<file path="config.mk">
export PLATFORM = sky130hd
export DESIGN_NAME = gate_chain_reducer
export DESIGN_NICKNAME = d
export VERILOG_FILES = /design/src/rtl/gate_chain_pkg.sv /design/src/rtl/gate_chain_reducer_chunk_reduce.sv /design/src/rtl/gate_chain_reducer.sv
export SDC_FILE = /design/constraint.sdc
export NUM_CORES = 1
export LEC_CHECK = 0
export CAP_MARGIN = 20
export CELL_PAD_IN_SITES_DETAIL_PLACEMENT = 1
export CELL_PAD_IN_SITES_GLOBAL_PLACEMENT = 1
export CORE_MARGIN = 1.5
export CORE_UTILIZATION = 42
export DETAILED_ROUTE_END_ITERATION = 16
export MAX_ROUTING_LAYER = met4
export PLACE_DENSITY_LB_ADDON = 0.1
export SETUP_SLACK_MARGIN = 0.1
export SLEW_MARGIN = 10
export SYNTH_ARGS = -nofsm -noshare
export SYNTH_HDL_FRONTEND = slang
export SYNTH_SLANG_ARGS = --single-unit
</file>
<file path="constraint.sdc">
create_clock -name clk -period 5.3 [get_ports clk]
set_input_delay 0.795 -clock clk [delete_from_list [all_inputs] [get_ports clk]]
set_output_delay 0.795 -clock clk [all_outputs]
set_load 0.01 [all_outputs]
</file>
<file path="src/rtl/gate_chain_pkg.sv">
`default_nettype none
// ============================================================================
// Module      : gate_chain_pkg
// Description : Shared mode codes, FSM encoding and identity-bit helper for
//               the sequential gate chain reducer.
// Revision    : 1.0 - initial release
// ============================================================================
package gate_chain_pkg;

    // Reduction operation selector
    localparam logic [1:0] MODE_AND  = 2'b00;
    localparam logic [1:0] MODE_OR   = 2'b01;
    localparam logic [1:0] MODE_XOR  = 2'b10;
    localparam logic [1:0] MODE_NAND = 2'b11;

    // Controller states
    localparam logic [1:0] ST_IDLE = 2'd0;
    localparam logic [1:0] ST_RUN  = 2'd1;
    localparam logic [1:0] ST_DONE = 2'd2;

    // Neutral element of the reduction: 1 for AND-like ops, 0 for OR/XOR
    function automatic logic identity_bit(input logic [1:0] mode);
        return (mode == MODE_AND) || (mode == MODE_NAND);
    endfunction

endpackage
`default_nettype wire

</file>
<file path="src/rtl/gate_chain_reducer_chunk_reduce.sv">
`default_nettype none
// ============================================================================
// Module      : chunk_reduce
// Description : Combinational reduction of one CHUNK-wide slice into the
//               running accumulator, plus lowest "stop" bit detection.
// Revision    : 1.0 - initial release
// ============================================================================
module chunk_reduce
    import gate_chain_pkg::*;
#(
    parameter int CHUNK = 8,
    localparam int POSW = (CHUNK > 1) ? $clog2(CHUNK) : 1
) (
    input  logic             acc_i,
    input  logic [CHUNK-1:0] bits_i,
    input  logic [1:0]       mode_i,
    output logic             acc_o,
    output logic             stop_found_o,
    output logic [POSW-1:0]  stop_pos_o
);

    // A stop bit is the value that decides the result: 1 for OR, 0 for AND/NAND
    logic             w_stop_val;
    logic [CHUNK-1:0] w_stop;

    assign w_stop_val = (mode_i == MODE_OR);

    for (genvar gi = 0; gi < CHUNK; gi++) begin : g_stop
        assign w_stop[gi] = (mode_i != MODE_XOR) && (bits_i[gi] == w_stop_val);
    end

    assign stop_found_o = |w_stop;

    // Lowest set position wins: scan from MSB down so the last hit is the lowest
    always_comb begin
        stop_pos_o = '0;
        for (int i = CHUNK - 1; i >= 0; i--) begin
            if (w_stop[i]) begin
                stop_pos_o = POSW'(i);
            end
        end
    end

    // Fold the slice into the accumulator; NAND accumulates as AND
    always_comb begin
        acc_o = acc_i;
        case (mode_i)
            MODE_OR:  acc_o = acc_i | (|bits_i);
            MODE_XOR: acc_o = acc_i ^ (^bits_i);
            default:  acc_o = acc_i & (&bits_i);
        endcase
    end

endmodule
`default_nettype wire

</file>
<file path="src/rtl/gate_chain_reducer.sv">
`default_nettype none
// ============================================================================
// Module      : gate_chain_reducer
// Description : Valid/ready wrapped, chunk-serial AND/OR/XOR/NAND reducer
//               that also reports the first deciding bit index.
// Revision    : 1.0 - initial release
// ============================================================================
module gate_chain_reducer
    import gate_chain_pkg::*;
#(
    parameter int LENGTH     = 32,
    parameter int CHUNK      = 8,
    parameter int EARLY_EXIT = 1,
    localparam int IDXW      = $clog2(LENGTH + 1)
) (
    input  logic              clk,
    input  logic              rst_n,
    input  logic              in_valid_i,
    output logic              in_ready_o,
    input  logic [LENGTH-1:0] in_data_i,
    input  logic [1:0]        in_mode_i,
    output logic              out_valid_o,
    input  logic              out_ready_i,
    output logic              out_result_o,
    output logic [IDXW-1:0]   out_idx_o
);

    localparam int STEPS = (LENGTH + CHUNK - 1) / CHUNK;
    localparam int PADW  = STEPS * CHUNK;
    localparam int KW    = (STEPS > 1) ? $clog2(STEPS) : 1;
    localparam int POSW  = (CHUNK > 1) ? $clog2(CHUNK) : 1;

    localparam logic [IDXW-1:0] C_LEN   = IDXW'(LENGTH);
    localparam logic [IDXW-1:0] C_CHUNK = IDXW'(CHUNK);
    localparam logic [KW-1:0]   C_KLAST = KW'(STEPS - 1);

    logic [1:0]      state_q, state_d;
    logic [PADW-1:0] data_q;
    logic [1:0]      mode_q;
    logic            acc_q;
    logic [KW-1:0]   k_q;
    logic [IDXW-1:0] base_q;
    logic            found_q;
    logic [IDXW-1:0] idx_q;
    logic            res_q;
    logic [IDXW-1:0] oidx_q;

    logic [PADW-1:0] w_padded;
    logic            w_acc_out;
    logic            w_stop_found;
    logic [POSW-1:0] w_stop_pos;
    logic [IDXW-1:0] w_hit_idx;
    logic            w_last;

    // Top chunk padding uses the identity bit so it can never stop or alter acc
    if (PADW > LENGTH) begin : g_pad
        assign w_padded = {{(PADW - LENGTH){identity_bit(in_mode_i)}}, in_data_i};
    end else begin : g_nopad
        assign w_padded = in_data_i;
    end

    chunk_reduce #(
        .CHUNK(CHUNK)
    ) u_chunk_reduce (
        .acc_i       (acc_q),
        .bits_i      (data_q[CHUNK-1:0]),
        .mode_i      (mode_q),
        .acc_o       (w_acc_out),
        .stop_found_o(w_stop_found),
        .stop_pos_o  (w_stop_pos)
    );

    assign w_hit_idx = base_q + IDXW'(w_stop_pos);
    assign w_last    = (k_q == C_KLAST) || ((EARLY_EXIT != 0) && w_stop_found);

    // State register
    always_ff @(posedge clk) begin
        if (!rst_n) begin
            state_q <= ST_IDLE;
        end else begin
            state_q <= state_d;
        end
    end

    // Next-state logic: accept in IDLE, step through chunks, wait for consumer
    always_comb begin
        state_d = state_q;
        case (state_q)
            ST_IDLE: if (in_valid_i)  state_d = ST_RUN;
            ST_RUN:  if (w_last)      state_d = ST_DONE;
            ST_DONE: if (out_ready_i) state_d = ST_IDLE;
            default:                  state_d = ST_IDLE;
        endcase
    end

    // Handshake outputs decoded from the state
    always_comb begin
        in_ready_o  = 1'b0;
        out_valid_o = 1'b0;
        case (state_q)
            ST_IDLE: in_ready_o  = 1'b1;
            ST_DONE: out_valid_o = 1'b1;
            default: ;
        endcase
    end

    // Datapath: capture on accept, shift one chunk per RUN cycle, latch result on exit
    always_ff @(posedge clk) begin
        if (!rst_n) begin
            data_q  <= '0;
            mode_q  <= MODE_AND;
            acc_q   <= 1'b0;
            k_q     <= '0;
            base_q  <= '0;
            found_q <= 1'b0;
            idx_q   <= '0;
            res_q   <= 1'b0;
            oidx_q  <= '0;
        end else begin
            case (state_q)
                ST_IDLE: begin
                    if (in_valid_i) begin
                        data_q  <= w_padded;
                        mode_q  <= in_mode_i;
                        acc_q   <= identity_bit(in_mode_i);
                        k_q     <= '0;
                        base_q  <= '0;
                        found_q <= 1'b0;
                        idx_q   <= '0;
                    end
                end
                ST_RUN: begin
                    acc_q  <= w_acc_out;
                    data_q <= data_q >> CHUNK;
                    k_q    <= k_q + KW'(1);
                    base_q <= base_q + C_CHUNK;
                    if (w_stop_found && !found_q) begin
                        found_q <= 1'b1;
                        idx_q   <= w_hit_idx;
                    end
                    if (w_last) begin
                        res_q <= (mode_q == MODE_NAND) ? ~w_acc_out : w_acc_out;
                        if (found_q) begin
                            oidx_q <= idx_q;
                        end else if (w_stop_found) begin
                            oidx_q <= w_hit_idx;
                        end else begin
                            oidx_q <= C_LEN;
                        end
                    end
                end
                default: ;
            endcase
        end
    end

    assign out_result_o = res_q;
    assign out_idx_o    = oidx_q;

endmodule
`default_nettype wire

</file>
### Yosys cells after proc, flatten, opt, wreduce, memory -nomap -nowiden

Cells that the tools add are included.
W data, S select, Z words.

* register bits: 59
* input port bits: 38
* output and inout bits: 9
* logic and storage cells: 92

* add/sub/neg operators: 3
* eq/ne operators: 20
* multiplexer cells: 31
* bitwise gates (word level): 4
* reduce and logical (&&, ||, !) cells: 24

Operator list (number)
* $pmux W32 S2: 1
* $mux W32: 1
* $mux W3: 8
* $mux W6: 4
* $pmux W6 S2: 2
* $reduce_or A8 Y1: 2
* $eq A2 B2 Y1 const B: 5
* $ne A2 B2 Y1 const B: 5
* $logic_and A1 B1 Y1: 9
* $eq A1 B1 Y1: 8
* $mux W2: 4
* $reduce_and A8 Y1: 1
* $reduce_xor A8 Y1: 1
* $add A6 B3 Y6: 1
* $add A6 B4 Y6 const B: 1
* $mux W1: 6
* $pmux W1 S2: 3
* $pmux W2 S3: 1
* $reduce_and A2 Y1: 3
* $reduce_and A3 Y1: 2
* $eq A2 B1 Y1 const B: 2
* $logic_not A2 Y1: 2
* $pmux W2 S2: 1
* $add A2 B1 Y2 const B: 1
* 7 further kinds: 8

### Depth between registers and ports, before layout

Gate-level depths: netlist of run 1.

* depth after elaboration: 14
* mapped depth: 13
* depth with buffers taken out: 12

### Modules after synthesis

From an unflattened synthesis of run 1, not the netlist that was laid out.

* cells, all modules: 335
* area, all modules: 2816.5 um^2

Modules (own cells, without submodules)
* gate_chain_reducer: instances 1, cells an instance 277, area each 2381.0 um^2, seq. area each 1121.1 um^2
* chunk_reduce: instances 1, cells an instance 58, area each 435.4 um^2, seq. area each 0.0 um^2

### Worst setup path after synthesis of run 1

No wires, ideal clock.

* path type: flip-flop to flip-flop
* start point: reg mode_q[0]
* end point: reg oidx_q[0] (netlist: out_idx_o[0])
* setup time: 0.119 ns
* arrival time: 1.951 ns
* required time: 5.181 ns
* slack: 3.230 ns
* stages on the path, launching flop included: 8
* path buffers: 1
* period minus slack after synthesis: 2.070 ns
* cell sequence: dfxtp_1 ha_1 or3b_1 o221a_2 a211o_1 and2_1 buf_2 o221a_1

* cells in the longest elaborated chain, start to end: 14
* elaborated cells on any way between the ends: 32
* classes of those cells: 1 x add/sub; 10 x eq/ne; 10 x mux; 11 x reduce/logical

Ends and longest elaborated chain
* start, declared: line gate_chain_reducer.sv:39 `logic [1:0] mode_q;`
* start signal, assigned: line gate_chain_reducer.sv:124 `mode_q <= in_mode_i;`
* $eq A2 B1 Y1: line gate_chain_reducer_chunk_reduce.sv:26 `assign w_stop_val = (mode_i == MODE_OR);`
* $eq A1 B1 Y1: line gate_chain_reducer_chunk_reduce.sv:29 `assign w_stop[gi] = (mode_i != MODE_XOR) && (bits_i[gi] == w_stop_val);`
* $logic_and A1 B1 Y1: line gate_chain_reducer_chunk_reduce.sv:29
* $mux W3 (8 in a row): line gate_chain_reducer_chunk_reduce.sv:38 `if (w_stop[i]) begin`
* $add A6 B3 Y6: line gate_chain_reducer.sv:73 `assign w_hit_idx = base_q + IDXW'(w_stop_pos);`
* $mux W6: line gate_chain_reducer.sv:145 `end else if (w_stop_found) begin`
* $mux W6: line gate_chain_reducer.sv:143 `if (found_q) begin`
* end signal, assigned: line gate_chain_reducer.sv:144 `oidx_q <= idx_q;`
* end signal, assigned: line gate_chain_reducer.sv:146 `oidx_q <= w_hit_idx;`
* end, declared: line gate_chain_reducer.sv:46 `logic [IDXW-1:0] oidx_q;`

Several ways; a longest one is shown, not always the timed one.
A chain may end at the register's enable or synchronous reset.

### Final worst setup path of run 1

* start point: in in_valid_i
* end point: reg acc_q

* cells in the longest elaborated chain, start to end: 2

Ends and longest elaborated chain
* start, declared: line gate_chain_reducer.sv:18 `input logic in_valid_i,`
* $ne A2 B2 Y1 (no line)
* $reduce_and A2 Y1 (no line)
* end signal, assigned: line gate_chain_reducer.sv:125 `acc_q <= identity_bit(in_mode_i);`
* end signal, assigned: line gate_chain_reducer.sv:133 `acc_q <= w_acc_out;`
* end, declared: line gate_chain_reducer.sv:40 `logic acc_q;`

Every way passes these cells.

==> results of run 1 <==
layout make-up:
type | count | share of cell area (%)
timing repair buffer | 51 | 14.18
clock inverter | 2 | 0.3919
inverter | 14 | 1.496
sequential | 56 | 31.92
multi-input combinational | 269 | 46.81
tap | 80 | 2.850
clock buffer | 6 | 2.351
critical path: stages:
cell and delay [ns]:
clkdlybuf4s50_1 0.47, nor3b_2 0.62, buf_4 0.43, nor2_1 0.14, a221oi_1 0.31, nor2_1 0.06
through the flow:
step / hold WS (ns) / total power [mW] / instance area (um^2)
CTS: 0.4795 / 0.9520 / 3512
global route: 0.4910 / 0.9946 / 3512
detailed placement: 0.4636 / 0.6979 / 3416
finish: 0.4749 / 0.9431 / 3512
global placement: 0.4529 / 0.6911 / 3416
floorplan: 0.4433 / 0.6169 / 2918
layout by cell type, fill, tap and decap left out, types with 2 or more instances in the layout:
master and n:
nor2_1 32, ha_1 14, nand3_1 21, o211a_1 2, a21o_1 2, dfxtp_1 56, nand2_1 65, o21a_1 2
nand3b_1 3, buf_4 5, nand4_1 3, o211ai_1 12, inv_1 13, o21ai_0 8, and3_1 2, nand2b_1 2
and2_1 3, a21oi_1 30, clkbuf_8 6, xnor2_1 2, nor2b_1 7, clkdlybuf4s50_1 46, a311oi_1 17, nor4b_1 2
a22oi_1 3, nor4_1 2, a211oi_1 3
cells in the mapped netlist, types with 3 or more instances:
master	count
o21ai_0	8
a22oi_1	3
clkbuf_1	23
a211oi_1	3
a311oi_1	17
ha_1	14
dfxtp_1	56
nor2_1	32
a21oi_1	30
nand3_1	21
and2_1	3
nand3b_1	3
nand4_1	3
inv_1	13
o211ai_1	12
nand2b_1	3
nor2b_1	7
nand2_1	65
power breakdown:
part	internal (mW)	switching (mW)	total [mW]
Sequential	0.452	0.0297	0.481
Clock	0.107	0.148	0.256
Combinational	0.0955	0.110	0.206
worst paths after layout:
path,from,to,slack [ns]
max,in_valid_i,acc_q,2.65
min reg2reg,data_q[27],data_q[27],0.47
max reg2reg,mode_q[0],out_idx_o[0],2.66
min,data_q[27],data_q[27],0.47
cells by family (layout without fill, tap and decap cells):
family | count (synthesis) | in the layout | share of synthesized area [%]
compound gates | 96 | 96 | 23.33
other cells | 1 | 1 | 0.1285
flops | 56 | 56 | 38.42
xor+xnor | 4 | 4 | 1.715
buf+inv | 40 | 73 | 5.489
fa+ha+maj | 14 | 14 | 6.003
mux | 2 | 2 | 0.7290
simple gates | 152 | 152 | 24.19
flip-flops by register name, summed over array words and instances, names as in the netlist:
name          count
data_q           32
idx_q             6
out_idx_o         6
base_q            3
k_q               2
mode_q            2
state_q           2
acc_q             1
found_q           1
out_result_o      1
per-layer routing:
layer,routed length (um),vias up,track usage [%]
li1,-,1357,-
met1,3588,1333,27.16
met2,3861,38,37.78
met3,185,6,3.429
met4,53,0,3.959
met5,0,-,-
==> results.txt, run 1 <==
Final period util - 49.92%
footprint of the multi-input gates - 0.001644 mm^2
final-stage net count - 449
startpoint types - primary input
antenna cells - 0
vias in the first global route - 2615
Cell Rows - 30
number of distinct library cells after synthesis - 59
port buffer count - 46
initial antenna violation count - 0
Placed Instances - 470
clock transition at the registers of the reported paths - 0.11 ns
Syn Inst Count - 365
Filler Cell Count - 834
final WL - 7.688 mm
worst hold stages - 2
TritonCTS Buffers - 5
Final Hold Viols - 0
via density per instance - 5.720
deepest clock path buffer count - 2
share of the synthesized area in the top cell type - 38.42%
GRT Util Overall - 21.82%
hpwl dp - 5.347 mm
post-route ant nets - 0
initial core utilization - 43.19%
FF/Latch Area - 0.001121 mm^2
WP data arrival - 2.84 ns
syn nets - 417
drt pass-1 iters - 4
R2R depth - 6
Setup Buffers After CTS - 0
leading area contributor after synthesis - dfxtp_1
final setup margin - 2.654 ns
worst vdd ir - 0.0001216 V
Crit Path Class - primary input to register
boundary pin count - 47
CTS sink cnt - 56
Post-Syn Area - 0.002918 mm^2
share of layout cells above drive strength 1 - 5.025%
drt drc - 0
final setup fails - 0
vias - 2734
CTS HTree Levels - 2
Worst-Skew Late Latency - 0.31 ns
Worst setup EP type - register
Setup TNS Final - 0 ns
CTS resizes - 0
Die Footprint - 0.007456 mm^2
largest net degree at the start of global routing - 64
max-cap viol count - 0
clock skew - 0.007156 ns
ys flop type - dfxtp_1
CTS tree - yes
die height - 86.35 um
sequential share of the synthesized area - 38.42%
Final Util - 51.98%
synthesized area per cell - 7.994 um^2
hold_buf cts - 0
Worst Tran Pin Value - 0.7457 ns
Hold Crit Class - register to register
GRT overflow - 0
Layout Cells excl Fill - 478
root buf cell - clkbuf_8
Die Wd - 86.35 um
Critical Path Fanout Max - 31
EDFF count, synth - 0
Worst Path Required - 5.50 ns
WL/cell - 16.08 um
global-route wire length before repair - 12.59 mm
Rel. slew slack - 50.07%
Std-Cell Core Area - 0.006756 mm^2
Synthesis Warnings - 0
Peak Freq - 377.9 MHz
Final min period - 2.646 ns
unrepaired setup endpoints after global routing - no
fin. max-slew vios - 0
pre-CTS setup slack - 2.241 ns
status - complete, no violations
final RePlAce weighted congestion - 0.8194
Initial DRC Count - 116
Post-synth ARST share - 0%
Area Overhead vs Synth - 20.37%
top post-synthesis cells by area - dfxtp_1, nand2_1, ha_1
pwr dens - 268.5 mW/mm^2
post-synthesis register bit count - 56
leakage - 1.330 nW
Power figures use the tool's default switching activity.
==> run 2, diff against run 1 <==
--- a/config.mk
+++ b/config.mk
@@ -9,7 +9,7 @@
 export CELL_PAD_IN_SITES_DETAIL_PLACEMENT = 1
 export CELL_PAD_IN_SITES_GLOBAL_PLACEMENT = 1
 export CORE_MARGIN = 1.5
-export CORE_UTILIZATION = 42
+export CORE_UTILIZATION = 36
 export DETAILED_ROUTE_END_ITERATION = 16
 export MAX_ROUTING_LAYER = met4
 export PLACE_DENSITY_LB_ADDON = 0.1
==> constraint.sdc (replaced) <==
create_clock -name clk -period 2.2 [get_ports clk]
set_input_delay 0.33 -clock clk [delete_from_list [all_inputs] [get_ports clk]]
set_output_delay 0.33 -clock clk [all_outputs]
set_load 0.01 [all_outputs]
==> run 2 against run 1 <==
- via count rose by 3.8%
- clock power is 140% higher
- die area rose by 16%
- sequential share of layout area shrank 2.3 points
- worst hold slack gained 0.0032 ns
- combinational power grew to 2.9 times the previous value
- sequential cell count unchanged
- critical path depth is 1 higher
- setup slack got worse by 2.5 ns
- critical path type is now register to register
- largest power group unchanged
==> results.txt, run 2 (synthesis gave the netlist of run 1 again) <==
Worst path slowest cell - or3b_4
WL/cell - 16.10 um (+0.12%)
WP data arrival - 2.27 ns (-0.57 ns)
Worst Tran Pin Value - 0.5783 ns (-0.1674 ns)
Critical Path Fanout Max - 7 (-77%)
Worst setup EP type - register
most common cell after layout, fill and taps aside - nand2_1
final-stage net count - 473 (+5.3%)
final RePlAce weighted congestion - 0.8770 (+7.0%)
port buffer count - 46 (unchanged)
Worst-Skew Late Latency - 0.32 ns (about the same)
antenna cells - 0 (unchanged)
initial antenna violation count - 0 (unchanged)
Die Wd - 93.03 um (+7.7%)
via density per instance - 5.414 (-5.3%)
final setup fails - 0 (unchanged)
Largest register FFs - 32 (unchanged)
largest net degree at the start of global routing - 52 (-19%)
Area Overhead vs Synth - 31.13%
Final period util - 92.86%
vias in the first global route - 2799 (+7.0%)
drt drc - 0 (unchanged)
Hold Crit Class - register to register
Final min period - 2.043 ns
initial core utilization - 37.56% (-5.6 points)
final WL - 8.438 mm (+9.8%)
Layout Cells excl Fill - 524 (+9.6%)
startpoint types - register
hpwl dp - 6.001 mm (+12%)
met3 routed WL - 209 um (+13%)
die height - 93.03 um (+7.7%)
Die Footprint - 0.008654 mm^2 (+16%)
Std-Cell Core Area - 0.007767 mm^2 (+15%)
leakage - 1.465 nW (+10%)
drt pass-1 iters - 4 (unchanged)
status - complete, no violations
CTS tree - yes
post-route ant nets - 0 (unchanged)
root buf cell - clkbuf_8
most frequent cells in the layout - nand2_1, dfxtp_1, clkdlybuf4s50_1, nor2_1, a21oi_1
deepest clock path buffer count - 2 (unchanged)
global-route wire length before repair - 13.72 mm (+9.1%)
CP top delay family - compound AO/OA/AOI/OAI gates
wl on met1 - 4.077 mm (+14%)
Highest Signal Layer - met4
Rel. slew slack - 61.45% (+11 points)
boundary pin count - 47 (unchanged)
Biggest register - data_q
TritonCTS Buffers - 5 (unchanged)
CTS HTree Levels - 2 (unchanged)
Cell Rows - 32 (+6.7%)
Worst Path Required - 2.43 ns (-3.07 ns)
fin. max-slew vios - 0 (unchanged)
Peak Freq - 489.5 MHz
GRT Util Overall - 20.31% (-1.5 points)
Met2 Wirelength - 4.064 mm (+5.3%)
Critical path buffers and inverters - 1 (-1)
worst vdd ir - 0.0002903 V (+140%)
Crit Path Class - register to register
Worst R2R Setup Slack - 0.16 ns (-2.50 ns)
Placed Instances - 505 (+7.4%)
clock skew - 0.01623 ns (+0.009074 ns)
Initial DRC Count - 99 (-15%)
hold_buf cts - 0 (unchanged)
max-cap viol count - 0 (unchanged)
GRT overflow - 0 (unchanged)
share of layout cells above drive strength 1 - 13.98% (+9.0 points)
Setup TNS Final - 0 ns (unchanged)
critical path's largest stage delay - 0.40 ns (-0.22 ns)
Final Hold Viols - 0 (unchanged)
pwr dens - 614.7 mW/mm^2 (+130%)
vias - 2837 (+3.8%)
clock transition at the registers of the reported paths - 0.12 ns (about the same)
CTS sink cnt - 56 (unchanged)
unrepaired setup endpoints after global routing - yes
worst-path cell chain - inv_2 > ha_4 > or3b_4 > o221a_4 > a211o_1 > and2_4 > o221a_1
## run 2: timing repair
action / 4_1_cts / 5_1_grt
setup buffers: 0 / 10
pin swaps: 1 / 10
cloned: 0 / 1
gates resized for setup: 3 / 23
endpoints found under the setup margin: 3 / 17
## run 2: worst paths after layout
path,to,from,cells after the start
setup / recovery,out_idx_o[0],mode_q[1],7
hold / removal,data_q[28],data_q[28],2
setup reg to reg,out_idx_o[0],mode_q[1],7
hold reg to reg,data_q[28],data_q[28],2
## run 2: power breakdown
| part | internal (mW) | switching [mW] | leakage [nW] | total [mW] |
|---|---|---|---|---|
| registers | 1.09 | 0.0576 | 0.462 | 1.15 |
| logic | 0.286 | 0.312 | 0.961 | 0.598 |
| clock network | 0.233 | 0.374 | 0.0423 | 0.607 |
| total | 1.61 | 0.744 | 1.47 | 2.35 |
## run 2: final cells by class
class                      count  area [um^2]
multi-input combinational    269         1719
clock buffer                   5        68.82
timing repair buffer          75        699.4
fill                         941         3941
sequential                    56         1132
clock inverter                 3        26.28
inverter                      14        52.55
tap                          102        127.6
## run 2: worst reg2reg max path: stages (launching register included)
cell	delay (ns)
dfxtp_2	0.34
inv_2	0.06
ha_4	0.16
or3b_4	0.40
o221a_4	0.25
a211o_1	0.32
and2_4	0.21
o221a_1	0.23
## run 2: per-layer routing
| metal | track usage, % | vias to the layer above |
|---|---|---|
| met5 | - | - |
| met4 | 4.419 | 0 |
| met3 | 2.439 | 11 |
| met2 | 34.85 | 52 |
| met1 | 25.67 | 1369 |
| li1 | - | 1405 |
## run 2: stage by stage
stage               setup WS [ns]  util (%)  hold WS [ns]  area [um^2]  power [mW]
floorplan                  0.1303         -        0.4433         2918       1.486
global placement           0.1016     45.75        0.4505         3553       1.706
detailed placement        0.04514     45.75        0.4683         3553       1.721
CTS                       0.08273     47.08        0.4843         3657       2.325
global route              0.05916     49.26        0.5040         3826       2.487
finish                     0.1570     49.26        0.4782         3826       2.352
